`src/rtl/alu_sequencer_pkg.sv`:
```
// Shared definitions for the ALU sequencer: opcode enum, FSM state type and
// the decoded-instruction bundle passed from seq_decode to the sequencer.
package alu_sequencer_pkg;

  localparam int unsigned INSTR_W = 9;
  localparam int unsigned OP_W    = 5;
  localparam int unsigned REG_W   = 4;
  localparam int unsigned PC_W    = 8;
  localparam int unsigned DATA_W  = 8;
  localparam int unsigned CNT_W   = 16;

  // OP_NOP doubles as the idle value of alu_op and the code for unrecognised opcodes.
  typedef enum logic [OP_W-1:0] {
    OP_NOP  = 5'd0,
    OP_ADD  = 5'd1,
    OP_SUB  = 5'd2,
    OP_SLL  = 5'd3,
    OP_SRL  = 5'd4,
    OP_BREG = 5'd5,
    OP_SUBU = 5'd6,
    OP_ADDU = 5'd7,
    OP_AND  = 5'd8,
    OP_SLRA = 5'd9,
    OP_SEQ  = 5'd10,
    OP_MOD  = 5'd11,
    OP_ADDI = 5'd12,
    OP_MV   = 5'd13,
    OP_BNE  = 5'd14,
    OP_BEZ  = 5'd15,
    OP_HALT = 5'h1F
  } op_e;

  typedef enum logic [2:0] {
    ST_IDLE,
    ST_FETCH,
    ST_DECODE,
    ST_EXEC,
    ST_WB,
    ST_HALT
  } state_e;

  typedef struct packed {
    op_e  alu_op;
    logic b_is_imm;
    logic four_shift;
    logic wr_en_class;
    logic is_branch;
    logic is_halt;
  } dec_t;

endpackage

```
`src/rtl/alu_sequencer_if.sv`:
```
// Fetch, ALU-control and register-file write bundle between the sequencer
// (master) and its surrounding datapath (slave).
interface alu_sequencer_if;
  import alu_sequencer_pkg::*;

  logic                start;
  logic [INSTR_W-1:0]  instr;
  logic                instr_valid;
  logic                fetch_req;
  logic [PC_W-1:0]     pc;
  op_e                 alu_op;
  logic [REG_W-1:0]    rs_addr;
  logic                b_is_imm;
  logic [DATA_W-1:0]   imm;
  logic                four_shift;
  logic [DATA_W-1:0]   alu_result;
  logic                branch_comp_pass;
  logic                wr_en;
  logic [REG_W-1:0]    wr_addr;
  logic                halted;
  logic [CNT_W-1:0]    instr_count;

  modport master (
    input  start, instr, instr_valid, alu_result, branch_comp_pass,
    output fetch_req, pc, alu_op, rs_addr, b_is_imm, imm, four_shift,
           wr_en, wr_addr, halted, instr_count
  );

  modport slave (
    output start, instr, instr_valid, alu_result, branch_comp_pass,
    input  fetch_req, pc, alu_op, rs_addr, b_is_imm, imm, four_shift,
           wr_en, wr_addr, halted, instr_count
  );

endinterface

```
`src/rtl/seq_decode.sv`:
```
// Combinational instruction decoder: classifies the latched instruction into
// ALU opcode, operand select, shift shortcut and writeback/branch/halt class.
module seq_decode
  import alu_sequencer_pkg::*;
(
  input  logic [INSTR_W-1:0] ir_i,
  output dec_t               dec_o
);

  logic [OP_W-1:0]  opcode;
  logic [REG_W-1:0] field;

  assign opcode = ir_i[INSTR_W-1:REG_W];
  assign field  = ir_i[REG_W-1:0];

  always_comb begin
    dec_o        = '0;
    dec_o.alu_op = OP_NOP;
    case (op_e'(opcode))
      OP_ADD, OP_SUB, OP_BREG, OP_SUBU, OP_ADDU,
      OP_AND, OP_SLRA, OP_SEQ, OP_MOD, OP_MV: begin
        dec_o.alu_op      = op_e'(opcode);
        dec_o.wr_en_class = 1'b1;
      end
      // A zero shift field selects the ALU's fixed shift-by-4 path.
      OP_SLL, OP_SRL: begin
        dec_o.alu_op      = op_e'(opcode);
        dec_o.wr_en_class = 1'b1;
        dec_o.four_shift  = (field == '0);
      end
      OP_ADDI: begin
        dec_o.alu_op      = OP_ADDI;
        dec_o.wr_en_class = 1'b1;
        dec_o.b_is_imm    = 1'b1;
      end
      OP_BNE, OP_BEZ: begin
        dec_o.alu_op    = op_e'(opcode);
        dec_o.is_branch = 1'b1;
      end
      OP_HALT: begin
        dec_o.alu_op  = OP_HALT;
        dec_o.is_halt = 1'b1;
      end
      default: begin
        dec_o.alu_op = OP_NOP;
      end
    endcase
  end

endmodule

```
`src/rtl/alu_sequencer.sv`:
```
// Multi-cycle instruction sequencer: fetches over a request/valid handshake,
// steers an external ALU and register file, and retires one instruction per WB.
module alu_sequencer
  import alu_sequencer_pkg::*;
(
  input  logic            CLK,
  input  logic            reset,
  alu_sequencer_if.master bus
);

  state_e              state_q, state_d;
  logic [PC_W-1:0]     pc_q, pc_d;
  logic [INSTR_W-1:0]  ir_q, ir_d;
  logic [CNT_W-1:0]    cnt_q, cnt_d;
  logic                br_taken_q, br_taken_d;
  dec_t                dec;

  function automatic logic [CNT_W-1:0] sat_inc(input logic [CNT_W-1:0] v);
    return (&v) ? v : v + CNT_W'(1);
  endfunction

  seq_decode u_decode (
    .ir_i  (ir_q),
    .dec_o (dec)
  );

  always_ff @(posedge CLK) begin
    if (reset) begin
      state_q    <= ST_IDLE;
      pc_q       <= '0;
      ir_q       <= '0;
      cnt_q      <= '0;
      br_taken_q <= 1'b0;
    end else begin
      state_q    <= state_d;
      pc_q       <= pc_d;
      ir_q       <= ir_d;
      cnt_q      <= cnt_d;
      br_taken_q <= br_taken_d;
    end
  end

  always_comb begin
    state_d    = state_q;
    pc_d       = pc_q;
    ir_d       = ir_q;
    cnt_d      = cnt_q;
    br_taken_d = br_taken_q;
    unique case (state_q)
      ST_IDLE: begin
        if (bus.start) state_d = ST_FETCH;
      end
      ST_FETCH: begin
        if (bus.instr_valid) begin
          ir_d    = bus.instr;
          state_d = ST_DECODE;
        end
      end
      ST_DECODE: begin
        if (dec.is_halt) begin
          state_d = ST_HALT;
          cnt_d   = sat_inc(cnt_q);
        end else begin
          state_d = ST_EXEC;
        end
      end
      // Branch condition is captured here; the target is taken from alu_result in WB.
      ST_EXEC: begin
        br_taken_d = dec.is_branch & bus.branch_comp_pass;
        state_d    = ST_WB;
      end
      ST_WB: begin
        pc_d    = br_taken_q ? bus.alu_result : pc_q + PC_W'(1);
        cnt_d   = sat_inc(cnt_q);
        state_d = ST_FETCH;
      end
      ST_HALT: begin
        state_d = ST_HALT;
      end
      default: begin
        state_d = ST_IDLE;
      end
    endcase
  end

  // Outputs are gated by reset so a WB write coinciding with reset never escapes.
  always_comb begin
    bus.fetch_req  = 1'b0;
    bus.halted     = 1'b0;
    bus.alu_op     = OP_NOP;
    bus.rs_addr    = '0;
    bus.b_is_imm   = 1'b0;
    bus.imm        = '0;
    bus.four_shift = 1'b0;
    bus.wr_en      = 1'b0;
    bus.wr_addr    = '0;
    if (!reset) begin
      bus.fetch_req = (state_q == ST_FETCH);
      bus.halted    = (state_q == ST_HALT);
      if (state_q == ST_EXEC || state_q == ST_WB) begin
        bus.alu_op     = dec.alu_op;
        bus.b_is_imm   = dec.b_is_imm;
        bus.four_shift = dec.four_shift;
        bus.rs_addr    = dec.b_is_imm ? '0 : ir_q[REG_W-1:0];
        bus.imm        = {{(DATA_W-REG_W){1'b0}}, ir_q[REG_W-1:0]};
      end
      if (state_q == ST_WB) bus.wr_en = dec.wr_en_class;
    end
  end

  assign bus.pc          = pc_q;
  assign bus.instr_count = cnt_q;

endmodule

```
`src/flat_wrapper.sv`:
```
// flat-port wrapper written by rule: the top's interface ports become plain ports
module alu_sequencer_flat import alu_sequencer_pkg::*;
  (CLK, reset, bus_start, bus_instr, bus_instr_valid, bus_alu_result, bus_branch_comp_pass, bus_fetch_req, bus_pc, bus_alu_op, bus_rs_addr, bus_b_is_imm, bus_imm, bus_four_shift, bus_wr_en, bus_wr_addr, bus_halted, bus_instr_count);
  alu_sequencer_if bus_i ();
  input  logic CLK;
  input  logic reset;
  input wire logic [$bits(bus_i.start)-1:0] bus_start;
  input wire logic [$bits(bus_i.instr)-1:0] bus_instr;
  input wire logic [$bits(bus_i.instr_valid)-1:0] bus_instr_valid;
  input wire logic [$bits(bus_i.alu_result)-1:0] bus_alu_result;
  input wire logic [$bits(bus_i.branch_comp_pass)-1:0] bus_branch_comp_pass;
  output wire logic [$bits(bus_i.fetch_req)-1:0] bus_fetch_req;
  output wire logic [$bits(bus_i.pc)-1:0] bus_pc;
  output wire logic [$bits(bus_i.alu_op)-1:0] bus_alu_op;
  output wire logic [$bits(bus_i.rs_addr)-1:0] bus_rs_addr;
  output wire logic [$bits(bus_i.b_is_imm)-1:0] bus_b_is_imm;
  output wire logic [$bits(bus_i.imm)-1:0] bus_imm;
  output wire logic [$bits(bus_i.four_shift)-1:0] bus_four_shift;
  output wire logic [$bits(bus_i.wr_en)-1:0] bus_wr_en;
  output wire logic [$bits(bus_i.wr_addr)-1:0] bus_wr_addr;
  output wire logic [$bits(bus_i.halted)-1:0] bus_halted;
  output wire logic [$bits(bus_i.instr_count)-1:0] bus_instr_count;
  assign bus_i.start = bus_start;
  assign bus_i.instr = bus_instr;
  assign bus_i.instr_valid = bus_instr_valid;
  assign bus_i.alu_result = bus_alu_result;
  assign bus_i.branch_comp_pass = bus_branch_comp_pass;
  assign bus_fetch_req = bus_i.fetch_req;
  assign bus_pc = bus_i.pc;
  assign bus_alu_op = bus_i.alu_op;
  assign bus_rs_addr = bus_i.rs_addr;
  assign bus_b_is_imm = bus_i.b_is_imm;
  assign bus_imm = bus_i.imm;
  assign bus_four_shift = bus_i.four_shift;
  assign bus_wr_en = bus_i.wr_en;
  assign bus_wr_addr = bus_i.wr_addr;
  assign bus_halted = bus_i.halted;
  assign bus_instr_count = bus_i.instr_count;
  alu_sequencer u_core (.CLK(CLK), .reset(reset), .bus(bus_i));
endmodule
```
`config.mk`:
```
export PLATFORM = sky130hd
export DESIGN_NAME = alu_sequencer_flat
export DESIGN_NICKNAME = d
export VERILOG_FILES = /design/src/rtl/alu_sequencer_pkg.sv /design/src/rtl/alu_sequencer_if.sv /design/src/rtl/seq_decode.sv /design/src/rtl/alu_sequencer.sv /design/src/flat_wrapper.sv
export SDC_FILE = /design/constraint.sdc
export NUM_CORES = 1
export LEC_CHECK = 0
export CORE_MARGIN = 3
export CORE_UTILIZATION = 35
export CTS_BUF_LIST = sky130_fd_sc_hd__clkbuf_8 sky130_fd_sc_hd__clkbuf_16
export CTS_CLUSTER_SIZE = 25
export DETAILED_ROUTE_END_ITERATION = 7
export PLACE_DENSITY = 0.76
export SYNTH_ARGS = -nofsm -noshare
export SYNTH_HDL_FRONTEND = slang
export SYNTH_SLANG_ARGS = --single-unit
export TNS_END_PERCENT = 30
```
`constraint.sdc`:
```
create_clock -name CLK -period 5.38 [get_ports CLK]
set_input_delay 0.807 -clock CLK [delete_from_list [all_inputs] [get_ports CLK]]
set_output_delay 0.807 -clock CLK [all_outputs]
set_load 0.01 [all_outputs]
```
Word level (Yosys, flattened, before mapping)
Cells that the tools add are included.
{"block": "word_totals", "reg_bits": 37, "in_bits": 22, "output_inout_bits": 50, "word_cells": 73}
{"block": "classes", "add_sub_neg": 2, "eq_ne": 24, "muxes": 29, "bitwise_logic": 1, "reduce_logical": 12}
{"cell": "equality test 5 x 4 -> 1 bit, second input constant", "count": 8}
{"cell": "2-to-1 mux 16 bit", "count": 2}
{"cell": "one-hot mux 16 bit (2 select lines)", "count": 1}
{"cell": "equality test 5 x 3 -> 1 bit, second input constant", "count": 4}
{"cell": "one-hot mux 3 bit (6 select lines)", "count": 1}
{"cell": "adder 16 x 1 -> 16 bit, second input constant", "count": 1}
{"cell": "2-to-1 mux 4 bit", "count": 4}
{"cell": "2-to-1 mux 8 bit", "count": 2}
{"cell": "AND reduction 16 bit", "count": 1}
{"cell": "one-hot mux 5 bit (3 select lines)", "count": 1}
{"cell": "OR reduction 14 bit", "count": 1}
{"cell": "2-to-1 mux 1 bit", "count": 13}
{"cell": "OR reduction 13 bit", "count": 1}
{"cell": "equality test 5 x 2 -> 1 bit, second input constant", "count": 2}
{"cell": "2-to-1 mux 5 bit", "count": 2}
{"cell": "2-to-1 mux 3 bit", "count": 3}
{"cell": "adder 8 x 1 -> 8 bit, second input constant", "count": 1}
{"cell": "equality test 3 x 2 -> 1 bit, second input constant", "count": 2}
{"cell": "equality test 3 bit, second input constant", "count": 2}
{"cell": "AND reduction 2 bit", "count": 3}
{"cell": "equality test 5 x 1 -> 1 bit, second input constant", "count": 1}
{"cell": "equality test 5 bit, second input constant", "count": 1}
{"cell": "logical NOT 4 bit", "count": 1}
{"cell": "inequality test 2 bit, second input constant", "count": 2}
{"cell": "7 further kinds", "count": 8}

Depth between registers and ports, before layout
Gate-level depths: netlist (run 1).
{"block": "logic_depth", "ltp_word": 5, "depth_mapped": 8}

By module
Synthesis (run 1) repeated with hierarchy kept, for this count alone.
{"block": "unflattened", "cells_unflattened": 283, "hier_area_um2": 2223.4}
{"module": "alu_sequencer", "n_inst": 1, "cells_per_inst": 257, "area_per_inst_um2": 2045.7, "seq_area_each_um2": 740.7}
{"module": "seq_decode", "n_inst": 1, "cells_per_inst": 26, "area_per_inst_um2": 177.7, "seq_area_each_um2": 0.0}

Worst setup path after synthesis (run 1)
No wires, ideal clock.
{"block": "synth_timing", "kind": "flip-flop to output port", "from": "register u_core.state_q[2]", "to": "output bus_alu_op[2]", "arrival_ps": 1517, "t_required_ps": 4573, "path_slack_ps": 3056, "stages_incl_launch_ff": 7, "path_buffers": 3, "path_cell_list": "dfxtp_1 -> buf_6 -> or3b_1 -> buf_2 -> a21oi_1 -> clkbuf_1 -> and3_1"}
{"block": "synth_via", "elab_chain_len": 4, "word_cells_on_any_way": 5, "classes_between": "eq/ne: 2; mux: 2; reduce/logical: 1"}
{"element": "start, declared", "line_no": "alu_sequencer.sv:11", "source": "state_e state_q, state_d;"}
{"element": "start signal, assigned", "line_no": "alu_sequencer.sv:35", "source": "state_q <= state_d;"}
{"element": "equality test 3 x 2 -> 1 bit or equality test 3 bit (tied branches)", "line_no": "alu_sequencer.sv:100", "source": "if (state_q == ST_EXEC || state_q == ST_WB) begin"}
{"element": "logical OR 1 bit (*)", "line_no": "alu_sequencer.sv:100"}
{"element": "2-to-1 mux 5 bit (*)", "line_no": "alu_sequencer.sv:100"}
{"element": "2-to-1 mux 5 bit (*)", "line_no": "alu_sequencer.sv:97", "source": "if (!reset) begin"}
{"element": "end, declared", "line_no": "flat_wrapper.sv:14", "source": "output wire logic [$bits(bus_i.alu_op)-1:0] bus_alu_op;"}
Every way passes the cells marked *; elsewhere a longest branch is shown, timed or not.

Final worst setup path (run 1)
{"block": "layout_timing", "from": "register u_core.state_q[2]", "to": "output bus_rs_addr[0]"}
{"block": "layout_via", "elab_chain_len": 4, "word_cells_on_any_way": 5, "classes_between": "eq/ne: 2; mux: 2; reduce/logical: 1"}
{"element": "equality test 3 x 2 -> 1 bit or equality test 3 bit (tied branches)", "line_no": "alu_sequencer.sv:100"}
{"element": "logical OR 1 bit (*)", "line_no": "alu_sequencer.sv:100"}
{"element": "2-to-1 mux 4 bit (*)", "line_no": "alu_sequencer.sv:100"}
{"element": "2-to-1 mux 4 bit (*)", "line_no": "alu_sequencer.sv:97"}
{"element": "end, declared", "line_no": "flat_wrapper.sv:15", "source": "output wire logic [$bits(bus_i.rs_addr)-1:0] bus_rs_addr;"}
Marked as above.

==> summary.md, run 1 <==
| Metric | Value |
|---|---|
| Outcome | `finished clean` |
| Worst-skew pair later-pin latency | `0.28 ns` |
| Leak Pwr | `0.000934 uW` |
| Area contributors post-synth | `dfxtp_1, nand2_1, a21oi_1` |
| WHS | `0.487 ns` |
| Synth Instances | `~270` |
| IO Pins | `72` |
| CTS H-tree depth | `2` |
| Switching Share | `0.247` |
| Post-synthesis area per instance | `between 7 and 8 um^2` |
| GRT Overall Usage | `0.147` |
| Post-CTS sizing | `0` |
| Area growth syn-to-layout | `32.3%` |
| Worst Path Max Fanout | `12` |
| Pwr/cell area | `184 mW/mm^2` |
| Register share of total power | `0.554` |
| GRT overflow | `0` |
| Die Y-Extent | `84.3 um` |
| Clock buffer depth | `2` |
| Hold Path Class | `flop to flop` |
| Core Region | `between 0.005 and 0.006 mm^2` |
| Post-synth EDFFs | `0` |
| Yosys synthesis warning count | `0` |
| Setup CP Type | `flop to output pin` |
| Int Pwr | `392 uW` |
| #FFs+latches synth | `37` |
| Setup TNS | `0 ns` |
| Startpoint type of the worst setup path | `flop` |
| Hold Violations, Final | `0` |
| Post-DRT Antenna Nets | `0` |
| Clk sinks | `37` |
| Fin. max-slew vios | `0` |
| Final setup viols | `0` |
| Hold Path Stages | `2` |
| Die footprint | `0.00710 mm^2` |
| Yosys top cell area share | `0.345` |
| Layout Cells excl Fill | `400` |
| Post-route clock period utilization | `0.688` |
| Clock group share of total power | `0.349` |
| Share of cells above drive strength 1 | `0.0457` |
| Worst Setup End Kind | `output pin` |
| Max Cap Viol | `0` |
| Routed vias/inst | `5.16` |
| Unrepaired setup endpoints after global routing | `no` |
| Fillcell total | `559` |
| Cell with the most instances after synthesis | `dfxtp_1` |
| Die span in x | `84.3 um` |
| Sequential share of the synthesized area | `0.345` |
| Period minus WS final | `3.70 ns` |
| Clock Skew | `~0.0055 ns` |
| Largest net degree at the start of global routing | `41` |
| Primary FF master, synth | `dfxtp_1` |
| Root Buffer | `clkbuf_8` |
| Initial core utilization | `0.376` |
| Worst Tran Pin Value | `1.16 ns` |
| DP Cell Count | `392` |
| Initial antenna violation count | `0` |
| CP arrival | `2.90 ns` |
| Synth area leader | `dfxtp_1` |
| Final HPWL DP | `about 3800 um` |
| Drt pass-1 iters | `4` |
| WL per Instance | `13.1 um` |
| Num CTS Buffers | `5` |
| DRC | `0` |
| Final worst setup slack | `1.68 ns` |
| Pre-CTS setup slack | `1.85 ns` |
| DRT iter0 DRCs | `106` |
| Post-synth ARST share | `0` |
| Post-CTS Setup Repair Bufs | `0` |
| Top post-synthesis cells by count | `dfxtp_1, nand2_1, nor2_1` |
| Worst-path clk slew | `0.07 ns` |
| Detailed-route via count | `2063` |
| Comb pwr share | `0.096` |
| Row cnt | `27` |
| Final Cell Area | `approximately 0.0028 mm^2` |
| Maximum vdd drop | `0.0841 mV` |
| Mapped Area | `0.00214 mm^2` |
| Final GP Congestion | `approximately 0.84` |
| Required @ worst endpoint | `4.57 ns` |
| Post-DP Area | `approximately 0.0028 mm^2` |
| Post-layout net count | `351` |
| # hold bufs at CTS | `0` |
| Worst relative slew slack | `0.219` |
| First-pass GRT wire length | `8710 um` |
| Reg2Reg Depth | `5` |
| PortBufs | `63` |
| Ant. Diodes | `0` |
| Achievable Freq | `around 270 MHz` |
| Unique cell type count in the Yosys netlist | `49` |
| Vias in the first global route | `between 1500 and 2000` |
| Switch Pwr | `129 uW` |
| WL final | `5230 um` |
| CTS tree | `done` |
-- power by group through the flow --
| stage | Sequential, uW | Clock, uW | Combinational [uW] |
|---|---|---|---|
| floorplan | 289 | 0 | 35.6 |
| global placement | 295 | 0 | 49.5 |
| detailed placement | 295 | 0 | 50.2 |
| CTS | 289 | 189 | 50.4 |
| global route | 290 | 201 | 55.3 |
| finish | 289 | 182 | 50.2 |
-- path summary, 6_finish.rpt --
path / start / endpoint / slack (ns)
worst min-delay path: u_core.ir_q[3] / u_core.ir_q[3] / 0.49
worst min register to register: u_core.ir_q[3] / u_core.ir_q[3] / 0.49
worst max register to register: u_core.state_q[2] / u_core.bus.instr_count[13] / 3.15
worst max-delay path: u_core.state_q[2] / bus_rs_addr[0] / 1.68
-- routing by layer --
metal / wire length, um / part of all wire / global-route usage
met1: 2550 / 0.49 / 0.198
met3: 245 / 0.047 / 0.0432
met5: 0 / 0 / 0
met2: 2360 / 0.45 / 0.229
met4: 74 / 0.014 / 0.0409
-- final cells by class --
| cell class | count | area, um^2 | share of cell area |
|---|---|---|---|
| Multi-Input combinational cell | 212 | 1260 | 0.445 |
| Tap cell | 72 | 90.1 | 0.0317 |
| Inverter | 7 | 26.3 | 0.00926 |
| Clock buffer | 5 | 68.8 | 0.0243 |
| Timing Repair Buffer | 64 | 638 | 0.225 |
| Clock inverter | 3 | 11.3 | 0.00397 |
| Sequential cell | 37 | 741 | 0.261 |
-- metrics by stage --
step / power, uW / utilization
after floorplan: 325 / -
after global placement: 344 / 0.483
after detailed placement: 345 / 0.483
after CTS: 528 / 0.497
after global routing: 547 / 0.497
final: 521 / 0.497
-- flip-flops by register name (all words and copies together), names as in the netlist --
signal,count
u_core.bus.instr_count,16
u_core.state_q,3
u_core.ir_q,9
u_core.bus.pc,8
u_core.br_taken_q,1
-- kinds of logic after synthesis --
logic type / share of synthesized area
buffers and inverters: 0.0782
and+or+nand+nor: 0.320
muxes: 0.0344
other: 0.00175
adders and majority gates: 0.0117
AOI/OAI and AO/OA: 0.164
xor gates and xnor gates: 0.0449
DFF: 0.345
-- layout by cell type (no fill, tap or decap), types with 8 or more instances in the layout --
master           count
clkdlybuf4s50_1     63
dfxtp_1             37
nand2_1             35
nor2_1              29
a21oi_1             24
nand3_1             13
xnor2_1             11
and2_1              10
inv_1                9
a211oi_1             9
and3_1               8
conb_1               8
-- critical path: stages (launching register included) --
cell and delay [ns]:
dfxtp_1 0.49, or3b_1 0.56, a21oi_1 0.61, nor2b_1 0.28, and2_1 0.15, clkdlybuf4s50_1 0.53
Note: power is estimated with default switching activity, not from simulation.
==> inputs of run 2 (changes only) <==
PLACE_DENSITY = 0.78   (was 0.76)
clock period = 3.29 ns   (was 5.38 ns; I/O delays follow)
==> summary.md, run 2 (same netlist as run 1, synthesis figures left out) <==
| Metric | Value |
|---|---|
| Post-DRT Antenna Nets | `0 (unchanged)` |
| Setup TNS | `0 ns (unchanged)` |
| Required @ worst endpoint | `2.80 ns (-1.77 ns)` |
| Core Region | `0.00571 mm^2 (unchanged)` |
| Fin. max-slew vios | `0 (unchanged)` |
| Int Pwr | `643 uW (+64%)` |
| Period minus WS final | `3.00 ns` |
| Die span in x | `84.3 um (unchanged)` |
| Clock buffer depth | `2 (unchanged)` |
| Worst Setup End Kind | `output pin` |
| Die footprint | `0.00710 mm^2 (unchanged)` |
| Comb pwr share | `0.099 (+0.003)` |
| DRC | `0 (unchanged)` |
| WL per Instance | `13.1 um (+0.15%)` |
| GRT Overall Usage | `0.146 (-0.00133)` |
| Max FFs per register | `16 (unchanged)` |
| Initial core utilization | `0.376 (unchanged)` |
| Outcome | `finished clean` |
| WHS | `0.487 ns (+0.000199 ns)` |
| Hold Violations, Final | `0 (unchanged)` |
| CTS tree | `done` |
| CTS H-tree depth | `2 (unchanged)` |
| Worst path top cell family by delay | `simple AND/OR/NAND/NOR gates` |
| Pwr/cell area | `296 mW/mm^2 (+61%)` |
| Clk sinks | `37 (unchanged)` |
| Fillcell total | `546 (-2.3%)` |
| Area growth syn-to-layout | `33.4%` |
| Die Y-Extent | `84.3 um (unchanged)` |
| Worst-path clk slew | `0.07 ns (about the same)` |
| Vias in the first global route | `1893 (+3.8%)` |
| Worst Tran Pin Value | `0.710 ns (-0.452 ns)` |
| Switch Pwr | `204 uW (+58%)` |
| Post-CTS Setup Repair Bufs | `0 (unchanged)` |
| Maximum vdd drop | `0.166 mV (+98%)` |
| Largest net degree at the start of global routing | `27 (-34%)` |
| Root Buffer | `clkbuf_8` |
| Startpoint type of the worst setup path | `flop` |
| Post-Route Utilization | `0.501 (+0.00395)` |
| Max Cap Viol | `0 (unchanged)` |
| Commonest non-fill, non-tap cell in the layout | `clkdlybuf4s50_1` |
| Share of cells above drive strength 1 | `0.0544 (+0.00865)` |
| IO Pins | `72 (unchanged)` |
| Met2 GRT Util | `0.238 (+0.00933)` |
| Routed vias/inst | `5.19 (+0.65%)` |
| Max incr delay on CP | `0.54 ns (-0.07 ns)` |
| Final Cell Area | `0.00286 mm^2 (+0.79%)` |
| CP arrival | `2.50 ns (-0.40 ns)` |
| Detailed-route via count | `2092 (+1.4%)` |
| Hold Path Class | `flop to flop` |
| Unrepaired setup endpoints after global routing | `no` |
| Setup CP Type | `flop to output pin` |
| Crit path cell chain | `or3b_1 -> a21oi_1 -> nor2b_1 -> and2_1 -> clkdlybuf4s50_1` |
| Post-DP Area | `0.00278 mm^2 (+0.82%)` |
| Clock Skew | `0.00659 ns (+0.00112 ns)` |
| Final GP Congestion | `0.853 (+1.2%)` |
| GR Util met3 | `0.0402 (-0.00294)` |
| DRT iter0 DRCs | `94 (-11%)` |
| Ant. Diodes | `0 (unchanged)` |
| Post-route clock period utilization | `0.911` |
| Initial antenna violation count | `0 (unchanged)` |
| Switching Share | `0.241 (-0.00642)` |
| Met1 GRT Util | `0.188 (-0.00978)` |
| Drt pass-1 iters | `5 (+1)` |
| Row cnt | `27 (unchanged)` |
| Buf/Inv on CP | `1 (unchanged)` |
| Post-CTS sizing | `0 (unchanged)` |
| Leak Pwr | `0.000950 uW (+1.7%)` |
| Worst relative slew slack | `0.524 (+0.304)` |
| PortBufs | `63 (unchanged)` |
| Register share of total power | `0.559 (+0.005)` |
| Num CTS Buffers | `5 (unchanged)` |
| GRT overflow | `0 (unchanged)` |
| Most frequent cells in the layout | `clkdlybuf4s50_1, dfxtp_1, nand2_1, nor2_1, a21oi_1` |
| First-pass GRT wire length | `8780 um (+0.71%)` |
| # hold bufs at CTS | `0 (unchanged)` |
| Worst Path Max Fanout | `10 (-2)` |
| Slowest-stage cell, CP | `or3b_1` |
| Clock group share of total power | `0.342 (-0.007)` |
| Final setup viols | `0 (unchanged)` |
| GRT Max-Usage Layer | `met2` |
| Post-layout net count | `354 (+0.85%)` |
| Worst-skew pair later-pin latency | `0.28 ns (about the same)` |
| Final HPWL DP | `3890 um (+3.5%)` |
| Achievable Freq | `334 MHz` |
| WL final | `5270 um (+0.90%)` |
==> run 2: changes by cell type in the layout (fill, tap and decap cells not counted), sizes merged <==
cell / previous run / this run
buf: 1 / 4
==> run 2: final timing paths <==
path / start / endpoint / slack, ns / cells after the start
max: u_core.state_q[2] / bus_rs_addr[0] / 0.29 / 5
min: u_core.ir_q[0] / u_core.ir_q[0] / 0.49 / 2
max reg2reg: u_core.state_q[1] / u_core.bus.instr_count[13] / 1.08 / 5
min reg2reg: u_core.ir_q[0] / u_core.ir_q[0] / 0.49 / 2
==> run 2: layer usage <==
metal / vias to the layer above / routed length (um)
li1: 1068 / -
met1: 965 / 2430
met2: 54 / 2490
met3: 5 / 312
met4: 0 / 36
met5: - / 0
==> run 2: layout make-up <==
type                       instances  area (um^2)  area share
clock buffer                       5         68.8      0.0241
clock inverter                     3         11.3     0.00394
inverter                           7         26.3     0.00919
multi-input combinational        212         1260       0.441
sequential                        37          741       0.259
tap                               72         90.1      0.0315
timing repair buffer              67          661       0.231
==> run 2: worst register-to-register path: stages (launching register included) <==
cell and delay (ns):
dfxtp_1 0.54, nand2b_1 0.15, o41a_4 0.58, nor4_4 0.36
nand4_1 0.14, mux2_1 0.33
==> run 2: metrics by stage <==
step                worst slack (ns)  std cells  total power [uW]
floorplan                       1.28        281               531
global placement               0.664        395               565
detailed placement             0.574        395               566
CTS                            0.269        403               858
global route                   0.103        403               883
finish                         0.293        403               847
==> run 2: power groups by stage <==
stage / clock network (uW) / logic (uW) / registers [uW]
after floorplan: 0 / 58.3 / 473
after global placement: 0 / 82.6 / 482
after detailed placement: 0 / 83.7 / 483
after CTS: 301 / 84.3 / 473
after global routing: 315 / 92.5 / 475
final: 290 / 83.9 / 473
==> inputs of run 3 (changes only) <==
CAP_MARGIN = 20   (was unset)
CORE_ASPECT_RATIO = 1.2   (was unset)
==> summary.md, run 3 (same netlist as run 1, synthesis figures left out) <==
| Metric | Value |
|---|---|
| Outcome | `finished clean` |
| Worst-path clk slew | `0.07 ns (about the same)` |
| Met1 Wirelength | `2310 um (-5.3%)` |
| Pwr/cell area | `322 mW/mm^2 (+8.8%)` |
| Row cnt | `30 (+11%)` |
| Required @ worst endpoint | `2.80 ns (about the same)` |
| Final GP Congestion | `0.820 (-3.9%)` |
| Ant. Diodes | `0 (unchanged)` |
| Post-DRT Antenna Nets | `0 (unchanged)` |
| Max incr delay on CP | `0.55 ns (about the same)` |
| Unrepaired setup endpoints after global routing | `no` |
| Share of cells above drive strength 1 | `0.0636 (+0.00926)` |
| Drt pass-1 iters | `4 (-1)` |
| Die Y-Extent | `91.7 um (+8.9%)` |
| Hold Path Class | `flop to flop` |
| Met2 wire length | `2790 um (+12%)` |
| Worst Path Max Fanout | `10 (unchanged)` |
| # hold bufs at CTS | `0 (unchanged)` |
| Slowest-stage cell, CP | `or3b_1` |
| Vias in the first global route | `1969 (+4.0%)` |
| Startpoint type of the worst setup path | `flop` |
| Fin. max-slew vios | `0 (unchanged)` |
| Initial core utilization | `0.371 (-0.00463)` |
| IO Pins | `72 (unchanged)` |
| Maximum vdd drop | `0.237 mV (+43%)` |
| GRT overflow | `0 (unchanged)` |
| Max FFs per register | `16 (unchanged)` |
| Area growth syn-to-layout | `35.1%` |
| Most frequent cells in the layout | `clkdlybuf4s50_1, dfxtp_1, nand2_1, nor2_1, a21oi_1` |
| Die span in x | `77.5 um (-8.1%)` |
| WL final | `5370 um (+1.8%)` |
| Worst-skew pair later-pin latency | `0.28 ns (about the same)` |
| Fillcell total | `584 (+7.0%)` |
| Setup TNS | `0 ns (unchanged)` |
| Final setup viols | `0 (unchanged)` |
| Root Buffer | `clkbuf_8` |
| Largest net degree at the start of global routing | `30 (+11%)` |
| Worst relative slew slack | `0.527 (+0.00287)` |
| WL per Instance | `13.1 um (about the same)` |
| Post-route clock period utilization | `0.926 (+0.0147)` |
| GRT Overall Usage | `0.153 (+0.00745)` |
| Crit path cell chain | `or3b_1 -> a21oi_2 -> nor2b_1 -> and2_1 -> clkdlybuf4s50_1` |
| Final HPWL DP | `3940 um (+1.1%)` |
| Buf/Inv on CP | `1 (unchanged)` |
| Num CTS Buffers | `5 (unchanged)` |
| Max Cap Viol | `0 (unchanged)` |
| DRC | `0 (unchanged)` |
| Leak Pwr | `0.000952 uW (+0.21%)` |
| Clock buffer depth | `2 (unchanged)` |
| Commonest non-fill, non-tap cell in the layout | `clkdlybuf4s50_1` |
| Hold Violations, Final | `0 (unchanged)` |
| Post-layout net count | `354 (unchanged)` |
| Met3 routed wirelength | `231 um (-26%)` |
| First-pass GRT wire length | `9060 um (+3.2%)` |
| CTS tree | `done` |
| Post-CTS Setup Repair Bufs | `0 (unchanged)` |
| Post-CTS sizing | `0 (unchanged)` |
| Worst path top cell family by delay | `simple AND/OR/NAND/NOR gates` |
| PortBufs | `63 (unchanged)` |
| Core Region | `0.00578 mm^2 (+1.2%)` |
| Detailed-route via count | `2104 (+0.57%)` |
| Top Metal Used | `met4` |
| Achievable Freq | `328 MHz (-1.6%)` |
| CTS H-tree depth | `2 (unchanged)` |
| DRT iter0 DRCs | `156 (+66%)` |
| Setup CP Type | `flop to output pin` |
| Clock Skew | `0.00704 ns (+0.000450 ns)` |
| Routed vias/inst | `5.13 (-1.1%)` |
| Post-Route Utilization | `0.501 (about the same)` |
| Initial antenna violation count | `0 (unchanged)` |
| Worst Tran Pin Value | `0.706 ns (-0.00429 ns)` |
| Period minus WS final | `3.05 ns (+0.0483 ns)` |
| Die footprint | `0.00711 mm^2 (about the same)` |
| Worst Setup End Kind | `output pin` |
| Clk sinks | `37 (unchanged)` |
| CP arrival | `2.55 ns (+0.05 ns)` |
[run 3: final cells by class]
cell class | instances | area (um^2) | share of cell area
Multi-Input combinational cell | 212 | 1270 | 0.437
Sequential cell | 37 | 741 | 0.256
Timing Repair Buffer | 67 | 661 | 0.228
Tap cell | 80 | 100 | 0.0345
Clock buffer | 5 | 68.8 | 0.0237
Clock inverter | 2 | 35.0 | 0.0121
Inverter | 7 | 26.3 | 0.00907
[run 3: per-layer routing]
metal	up-vias	track usage
met3	4	0.0314
met2	48	0.271
li1	1069	-
met1	983	0.181
met5	-	0
met4	0	0.0549
[run 3: where the power goes]
| part | switching, uW | internal, uW | total (uW) | leakage, uW |
|---|---|---|---|---|
| logic | 39.8 | 45.3 | 85.1 | 0.000599 |
| clock network | 155 | 220 | 376 | 0.0000540 |
| registers | 16.2 | 456 | 473 | 0.000299 |
[run 3: worst paths after layout]
path / from / end / slack (ns) / cells past startpoint
setup / recovery: u_core.state_q[2] / bus_rs_addr[1] / 0.24 / 5
hold / removal: u_core.ir_q[2] / u_core.ir_q[2] / 0.49 / 2
setup reg to reg: u_core.state_q[1] / u_core.bus.instr_count[13] / 1.07 / 5
hold reg to reg: u_core.ir_q[2] / u_core.ir_q[2] / 0.49 / 2
[run 3: worst min-delay path, delay by kind of cell (launching register included)]
family,cells,cell delay (ns)
AO/OA/AOI/OAI,1,0.05
flip-flops,1,0.33
AND/OR/NAND/NOR,1,0.06
[run 3: stage by stage]
stage,instance area (um^2),hold slack (ns),cells,power [uW],worst slack [ns]
2_1_floorplan,2170,0.448,281,531,1.28
3_3_place_gp,2790,0.478,403,566,0.620
6_report,2900,0.491,410,933,0.245
5_1_grt,2900,0.509,410,972,0.0813
4_1_cts,2890,0.491,410,943,0.167
3_5_place_dp,2790,0.483,403,567,0.524
